`src/rtl/b16_dbg_pkg.sv`:
```
// Shared encodings for the b16 multi-breakpoint debug unit: local register
// offsets, FSM state codes, halt-cause codes and CTRL write bit positions.
package b16_dbg_pkg;

    localparam logic [2:0] R_CTRL    = 3'd0;
    localparam logic [2:0] R_BPSEL   = 3'd1;
    localparam logic [2:0] R_BPADDR  = 3'd2;
    localparam logic [2:0] R_BPEN    = 3'd3;
    localparam logic [2:0] R_STEPCNT = 3'd4;
    localparam logic [2:0] R_HITIDX  = 3'd5;
    localparam logic [2:0] R_WATCH   = 3'd6;

    typedef enum logic [1:0] {
        ST_HALT = 2'd0,
        ST_RUN  = 2'd1,
        ST_STEP = 2'd2
    } dbg_state_t;

    typedef enum logic [1:0] {
        C_NONE = 2'd0,
        C_BP   = 2'd1,
        C_STEP = 2'd2,
        C_HOST = 2'd3
    } dbg_cause_t;

    localparam int CW_HALT = 0;
    localparam int CW_RUN  = 1;
    localparam int CW_STEP = 2;

endpackage

```
`src/rtl/b16_bp_cmp.sv`:
```
// One breakpoint slot: holds address, enable and watch bits and flags an
// address match on a CPU fetch (or on a CPU write when the watch bit is set).
module b16_bp_cmp #(
    parameter int L = 16
) (
    input  logic         clk,
    input  logic         nreset,
    input  logic         addr_we,
    input  logic         en_we,
    input  logic         watch_we,
    input  logic [L-1:0] addr_d,
    input  logic         en_d,
    input  logic         watch_d,
    input  logic [L-1:0] cpu_addr,
    input  logic         cpu_rd,
    input  logic         cpu_wr_any,
    output logic [L-1:0] bpaddr,
    output logic         en,
    output logic         watch,
    output logic         match
);

    always_ff @(posedge clk or negedge nreset) begin
        if (!nreset) begin
            bpaddr <= '1;
            en     <= 1'b0;
            watch  <= 1'b0;
        end else begin
            if (addr_we)  bpaddr <= addr_d;
            if (en_we)    en     <= en_d;
            if (watch_we) watch  <= watch_d;
        end
    end

    assign match = en && (watch ? cpu_wr_any : cpu_rd) && (cpu_addr == bpaddr);

endmodule

```
`src/rtl/b16_dbg_unit.sv`:
```
// b16 debug controller: host window decode, run/halt/step FSM, NBP breakpoints.
// Define B16_DBG_WATCH_EN to enable the per-breakpoint write-watch mask (register 6).
module b16_dbg_unit
    import b16_dbg_pkg::*;
#(
    parameter int             L       = 16,
    parameter int             NBP     = 4,
    parameter logic [L-6:0]   DBGADDR = 11'h7FF,
    parameter int             STEPW   = 8
) (
    input  logic         clk,
    input  logic         nreset,
    input  logic         ce,
    input  logic [L-1:1] addr,
    input  logic [L-1:0] data,
    input  logic         r,
    input  logic [1:0]   w,
    output logic [L-1:0] rdata,
    input  logic [L-1:0] cpu_addr,
    input  logic         cpu_rd,
    input  logic [1:0]   cpu_wr,
    output logic         drun,
    output logic         dr,
    output logic         dw,
    output logic [2:0]   daddr,
    output logic         halted
);

    logic                    dsel, loc, loc_wr, ctrl_wr, cnt_wr, en_we, watch_we, skip, skip_nxt;
    logic [2:0]              off, hitidx, hitidx_nxt, hit_idx;
    logic [L-1:0]            bpsel, ctrl_rd;
    logic [STEPW-1:0]        stepcnt, cnt_nxt;
    logic [NBP-1:0][L-1:0]   bp_addr;
    logic [NBP-1:0]          en_q, watch_q, match, hit_vec;
    logic                    hit;
    dbg_state_t              state, state_nxt;
    dbg_cause_t              cause, cause_nxt;

    assign dsel    = addr[L-1:5] == DBGADDR;
    assign loc     = dsel && addr[4];
    assign off     = addr[3:1];
    assign dr      = dsel && !addr[4] && r;
    assign dw      = dsel && !addr[4] && (|w);
    assign daddr   = addr[3:1];
    assign loc_wr  = loc && (|w);
    assign ctrl_wr = loc_wr && (off == R_CTRL);
    assign cnt_wr  = loc_wr && (off == R_STEPCNT);
    assign en_we   = loc_wr && (off == R_BPEN);

`ifdef B16_DBG_WATCH_EN
    assign watch_we = loc_wr && (off == R_WATCH);
`else
    logic unused_watch;
    assign watch_we     = 1'b0;
    assign unused_watch = |watch_q;
`endif

    for (genvar i = 0; i < NBP; i++) begin : g_bp
        b16_bp_cmp #(.L(L)) u_cmp (
            .clk        (clk),
            .nreset     (nreset),
            .addr_we    (loc_wr && (off == R_BPADDR) && (bpsel == L'(i))),
            .en_we      (en_we),
            .watch_we   (watch_we),
            .addr_d     (data),
            .en_d       (data[i]),
            .watch_d    (data[i]),
            .cpu_addr   (cpu_addr),
            .cpu_rd     (cpu_rd),
            .cpu_wr_any (|cpu_wr),
            .bpaddr     (bp_addr[i]),
            .en         (en_q[i]),
            .watch      (watch_q[i]),
            .match      (match[i])
        );
    end

    // The first ce after leaving HALT is the re-fetch of the halting address.
    assign hit_vec = match & {NBP{ce && drun && !skip}};
    assign hit     = |hit_vec;

    always_comb begin
        hit_idx = '0;
        for (int i = NBP - 1; i >= 0; i--)
            if (hit_vec[i]) hit_idx = 3'(i);
    end

    always_comb begin
        state_nxt  = state;
        cause_nxt  = cause;
        skip_nxt   = skip;
        cnt_nxt    = stepcnt;
        hitidx_nxt = hitidx;
        if (skip && ce && drun) skip_nxt = 1'b0;
        if (ctrl_wr && data[CW_HALT]) begin
            if (state != ST_HALT) begin
                state_nxt = ST_HALT;
                cause_nxt = C_HOST;
            end
        end else if (ctrl_wr && data[CW_RUN] && state == ST_HALT) begin
            if (!data[CW_STEP]) begin
                state_nxt = ST_RUN;
                skip_nxt  = 1'b1;
            end else if (stepcnt != '0) begin
                state_nxt = ST_STEP;
                skip_nxt  = 1'b1;
            end else begin
                cause_nxt = C_STEP;
            end
        end else if (hit) begin
            state_nxt  = ST_HALT;
            cause_nxt  = C_BP;
            hitidx_nxt = hit_idx;
        end else if (state == ST_STEP && ce) begin
            cnt_nxt = stepcnt - STEPW'(1);
            if (stepcnt <= STEPW'(1)) begin
                cnt_nxt   = '0;
                state_nxt = ST_HALT;
                cause_nxt = C_STEP;
            end
        end
        if (cnt_wr) cnt_nxt = data[STEPW-1:0];
    end

    always_ff @(posedge clk or negedge nreset) begin
        if (!nreset) begin
            state   <= ST_RUN;
            cause   <= C_NONE;
            skip    <= 1'b0;
            stepcnt <= '0;
            hitidx  <= '0;
            bpsel   <= '0;
            drun    <= 1'b1;
            halted  <= 1'b0;
        end else begin
            state   <= state_nxt;
            cause   <= cause_nxt;
            skip    <= skip_nxt;
            stepcnt <= cnt_nxt;
            hitidx  <= hitidx_nxt;
            drun    <= state_nxt != ST_HALT;
            halted  <= state_nxt == ST_HALT;
            if (loc_wr && off == R_BPSEL) bpsel <= data;
        end
    end

    assign ctrl_rd = {drun, state, cause, {(L-6){1'b0}}, skip};

    always_comb begin
        rdata = '0;
        if (loc && r) begin
            case (off)
                R_CTRL:    rdata = ctrl_rd;
                R_BPSEL:   rdata = bpsel;
                R_BPADDR:  for (int i = 0; i < NBP; i++)
                               if (bpsel == L'(i)) rdata = bp_addr[i];
                R_BPEN:    rdata = L'(en_q);
                R_STEPCNT: rdata = L'(stepcnt);
                R_HITIDX:  rdata = L'(hitidx);
`ifdef B16_DBG_WATCH_EN
                R_WATCH:   rdata = L'(watch_q);
`endif
                default:   rdata = '0;
            endcase
        end
    end

endmodule

```
`config.mk`:
```
export PLATFORM = sky130hd
export DESIGN_NAME = b16_dbg_unit
export DESIGN_NICKNAME = d
export VERILOG_FILES = /design/src/rtl/b16_dbg_pkg.sv /design/src/rtl/b16_bp_cmp.sv /design/src/rtl/b16_dbg_unit.sv
export SDC_FILE = /design/constraint.sdc
export NUM_CORES = 1
export LEC_CHECK = 0
export CAP_MARGIN = 20
export CORE_MARGIN = 5
export CORE_UTILIZATION = 53
export CTS_CLUSTER_DIAMETER = 40
export DETAILED_ROUTE_END_ITERATION = 16
export PLACE_DENSITY = 0.82
export SLEW_MARGIN = 30
export SYNTH_ARGS = -nofsm -noshare
export SYNTH_HDL_FRONTEND = slang
export SYNTH_SLANG_ARGS = --single-unit
```
`constraint.sdc`:
```
create_clock -name clk -period 5.3 [get_ports clk]
set_input_delay 0.795 -clock clk [delete_from_list [all_inputs] [get_ports clk]]
set_output_delay 0.795 -clock clk [all_outputs]
set_load 0.01 [all_outputs]
```
==> reports/results.txt <==
Mux cell area share after synthesis -> 0.197
Count of final setup violators -> 0
Leakage power -> 2.81 nW
# H-tree levels -> 3
Post-Synthesis Cells -> 548
Die span in y -> 117 um
Vias -> 4816
Post-Syn Nets -> 607
Worst-Skew Late Latency -> 0.35 ns
Yosys cell types -> 60
First-pass GRT wire length -> 27300 um
Total Negative Setup Slacks -> 0 ns
Final min period -> 4.33 ns
Post-DR wirelength/cell -> 22.7 um
Clock Path Buffers -> 2
CP Class -> in -> out
Worst r2r src -> drun$_DFF_PN1_
Worst slew pin tran -> 0.978 ns
Worst endpoint data arrival time -> 3.54 ns
Worst-case clock skew -> 0.00834 ns
Crit Path Max Fanout -> 16
EDFF count, synth -> 0
Total grt overflow -> 0
Hold Violations, Final -> 0
Dpl hpwl -> 12200 um
Synth Area in XOR/XNOR -> 0.0931
Clock sink count -> 101
Synth Area in Compound Gates -> 0.109
Design Area, Final -> 7170 um2
Hold_ws -> 0.436 ns
Post-Synth Simple-Gate Area -> 0.133
R2R depth -> 7
Core Util, Final -> 0.636
CTS tree -> built
Number of synthesized register bits -> 101
Die X -> 117 um
End of the worst register-to-register path -> halted$_DFF_PN0_
Vias in the first global route -> 5010
Fillers -> 899
Setup bufs post-CTS -> 0
Largest net degree at the start of global routing -> 56
GP Congestion -> 0.942
DP Worst Slack -> 1.06 ns
Area grow syn2layout -> 19.1%
Synth Warn # -> 0
1st-pass router iterations -> 6
PortBufs -> 76
RSZ-0062 raised after global routing -> false
MaxCap Viol Count -> 0
Hold Buf Count CTS -> 0
GR Util All Layers -> 0.265
Worst VDD drop -> 0.221 mV
Pwr Density -> 221 nW/um2
Row count -> 39
Critical path startpoint -> addr[13]
Main combinational cell family by area after synthesis -> multiplexers
Sequential fraction of the synthesis area -> 0.433
Clk slew on worst S/H paths -> 0.07 ns
Post-DR vias/cell -> 6.35
Cts repair resizes -> 0
Wirelength, routed -> 17300 um
Initial DRC Count -> 380
Antenna Nets Post-Route -> 0
Layout cells sized above 1 -> 0.326
Ys flop type -> dfstp_2
Syn_area_per_cell -> 11.0 um2
Adder-cell share of the synthesized area -> 0.00623
Final Max Tran Viols -> 0
Final net count -> 671
Max_slew headroom -> 0.348
Max Freq -> 231 MHz
Final period util -> 0.817
Required time worst endpoint -> 4.51 ns
Total clock buffers created by CTS -> 9
Synth Cell Area -> 6020 um2
Flop2flop setup slack -> 2.36 ns
Die ar. -> 13600 um2
Initial Util -> 0.534
Synth async-reset ratio -> 1.00
Initial antenna violation count -> 0
Placed cell areas -> 6850 um2
Startpoint types -> input port
CTS root buf -> clkbuf_16
I/O pin count -> 79
Core area -> 11300 um2
DRC Markers -> 0
Diode count -> 0
HP Class -> in -> async
Outcome -> finished clean
Crit path to -> rdata[1]
Endpoint class of the critical path -> primary output
PnR worst setup slack -> 0.968 ns
==> worst min-delay path by stage <==
| stage | endpoint | start | slack, ns | cells after the start |
|---|---|---|---|---|
| final | bpsel[8]$_DFFE_PN0P_ | nreset | 0.44 | 1 |
| after global routing | state[1]$_DFF_PN0_ | nreset | 0.47 | 1 |
| after CTS | bpsel[13]$_DFFE_PN0P_ | nreset | 0.46 | 1 |
| after detailed placement | hitidx[1]$_DFFE_PN0P_ | hitidx[1]$_DFFE_PN0P_ | 0.49 | 1 |
| after global placement | hitidx[1]$_DFFE_PN0P_ | hitidx[1]$_DFFE_PN0P_ | 0.48 | 1 |
| after floorplan | hitidx[1]$_DFFE_PN0P_ | hitidx[1]$_DFFE_PN0P_ | 0.47 | 1 |
==> metal layers <==
metal  vias to the layer above  global-route usage  wire length [um]
li1                       2141                   -                 -
met1                      2397               0.350              7060
met2                       239               0.431              8410
met3                        39              0.0627              1330
met4                         0              0.0856               463
met5                         -                   0                 0
==> registers in the layout, summed over array words and instances (netlist names), 2 cells and up <==
name,cells
stepcnt,8
bpsel,16
hitidx,2
state,2
g_bp.u_cmp.en,4
cause,2
g_bp.u_cmp.bpaddr,64
==> cell usage in the layout, fill, tap and decap left out, drive strengths merged, types with 3 or more instances in the layout <==
cell type / synthesis / routed
nor3: 11 / 11
nand3: 11 / 11
buf: 10 / 7
nand4: 17 / 17
dfstp: 66 / 66
xnor2: 40 / 40
nor4: 11 / 11
a22oi: 13 / 13
nor2b: 4 / 4
clkbuf: 19 / 13
a21oi: 24 / 24
dfrtp: 35 / 35
a22o: 3 / 3
ha: 3 / 3
mux2: 100 / 100
xor2: 24 / 24
o22ai: 16 / 16
clkdlybuf4s50: 0 / 75
or4: 7 / 7
nand2: 22 / 22
o21ai: 29 / 29
a31oi: 5 / 5
o32a: 4 / 4
inv: 5 / 5
nor2: 39 / 39
==> logic make-up after synthesis <==
| logic type | Yosys count |
|---|---|
| simple gates | 140 |
| compound gates | 105 |
| mux | 101 |
| flops | 101 |
| xor+xnor | 64 |
| buf+inv | 34 |
| fa+ha+maj | 3 |
==> layout make-up <==
cell class / count / area, um2 / share of cell area
sequential: 101 / 2610 / 0.364
multi-input combinational: 413 / 3250 / 0.454
inverter: 5 / 18.8 / 0.00262
clock buffer: 13 / 293 / 0.0408
clock inverter: 2 / 13.8 / 0.00192
tap: 143 / 179 / 0.0250
timing repair buffer: 82 / 803 / 0.112
==> cell usage after synthesis, types with 9 or more instances <==
library cell / n / area (um2)
xnor2_1: 40 / 350
nand4_1: 16 / 100
dfstp_2: 66 / 1730
a22oi_1: 13 / 97.6
mux2_2: 90 / 1010
nor4_1: 9 / 56.3
a21oi_1: 24 / 120
nor2_1: 37 / 139
o22ai_1: 16 / 100
o21ai_0: 28 / 140
xor2_1: 24 / 210
clkbuf_1: 17 / 63.8
nand2_1: 22 / 82.6
dfrtp_1: 35 / 876
nor3_1: 10 / 50.1
mux2_4: 10 / 150
nand3_1: 10 / 50.1
==> critical path, stage by stage <==
cell             delay [ns]
clkdlybuf4s50_1        0.47
nand3_1                0.13
nor3_1                 0.37
nand4_1                0.69
a21oi_1                0.46
clkdlybuf4s50_1        0.61
==> per-stage QoR <==
stage | power (W) | std cells
global placement | 0.000914 | 744
floorplan | 0.000827 | 548
detailed placement | 0.000917 | 744
global route | 0.00163 | 759
finish | 0.00158 | 759
CTS | 0.00159 | 759
==> report_power, final <==
part,internal [W],total (W),switching [W]
clock network,0.000386,0.000676,0.000289
logic,0.0000578,0.000132,0.0000740
registers,0.000774,0.000774,0.000000463
total,0.00122,0.00158,0.000364
No activity file was read; power rests on OpenSTA's default activity.
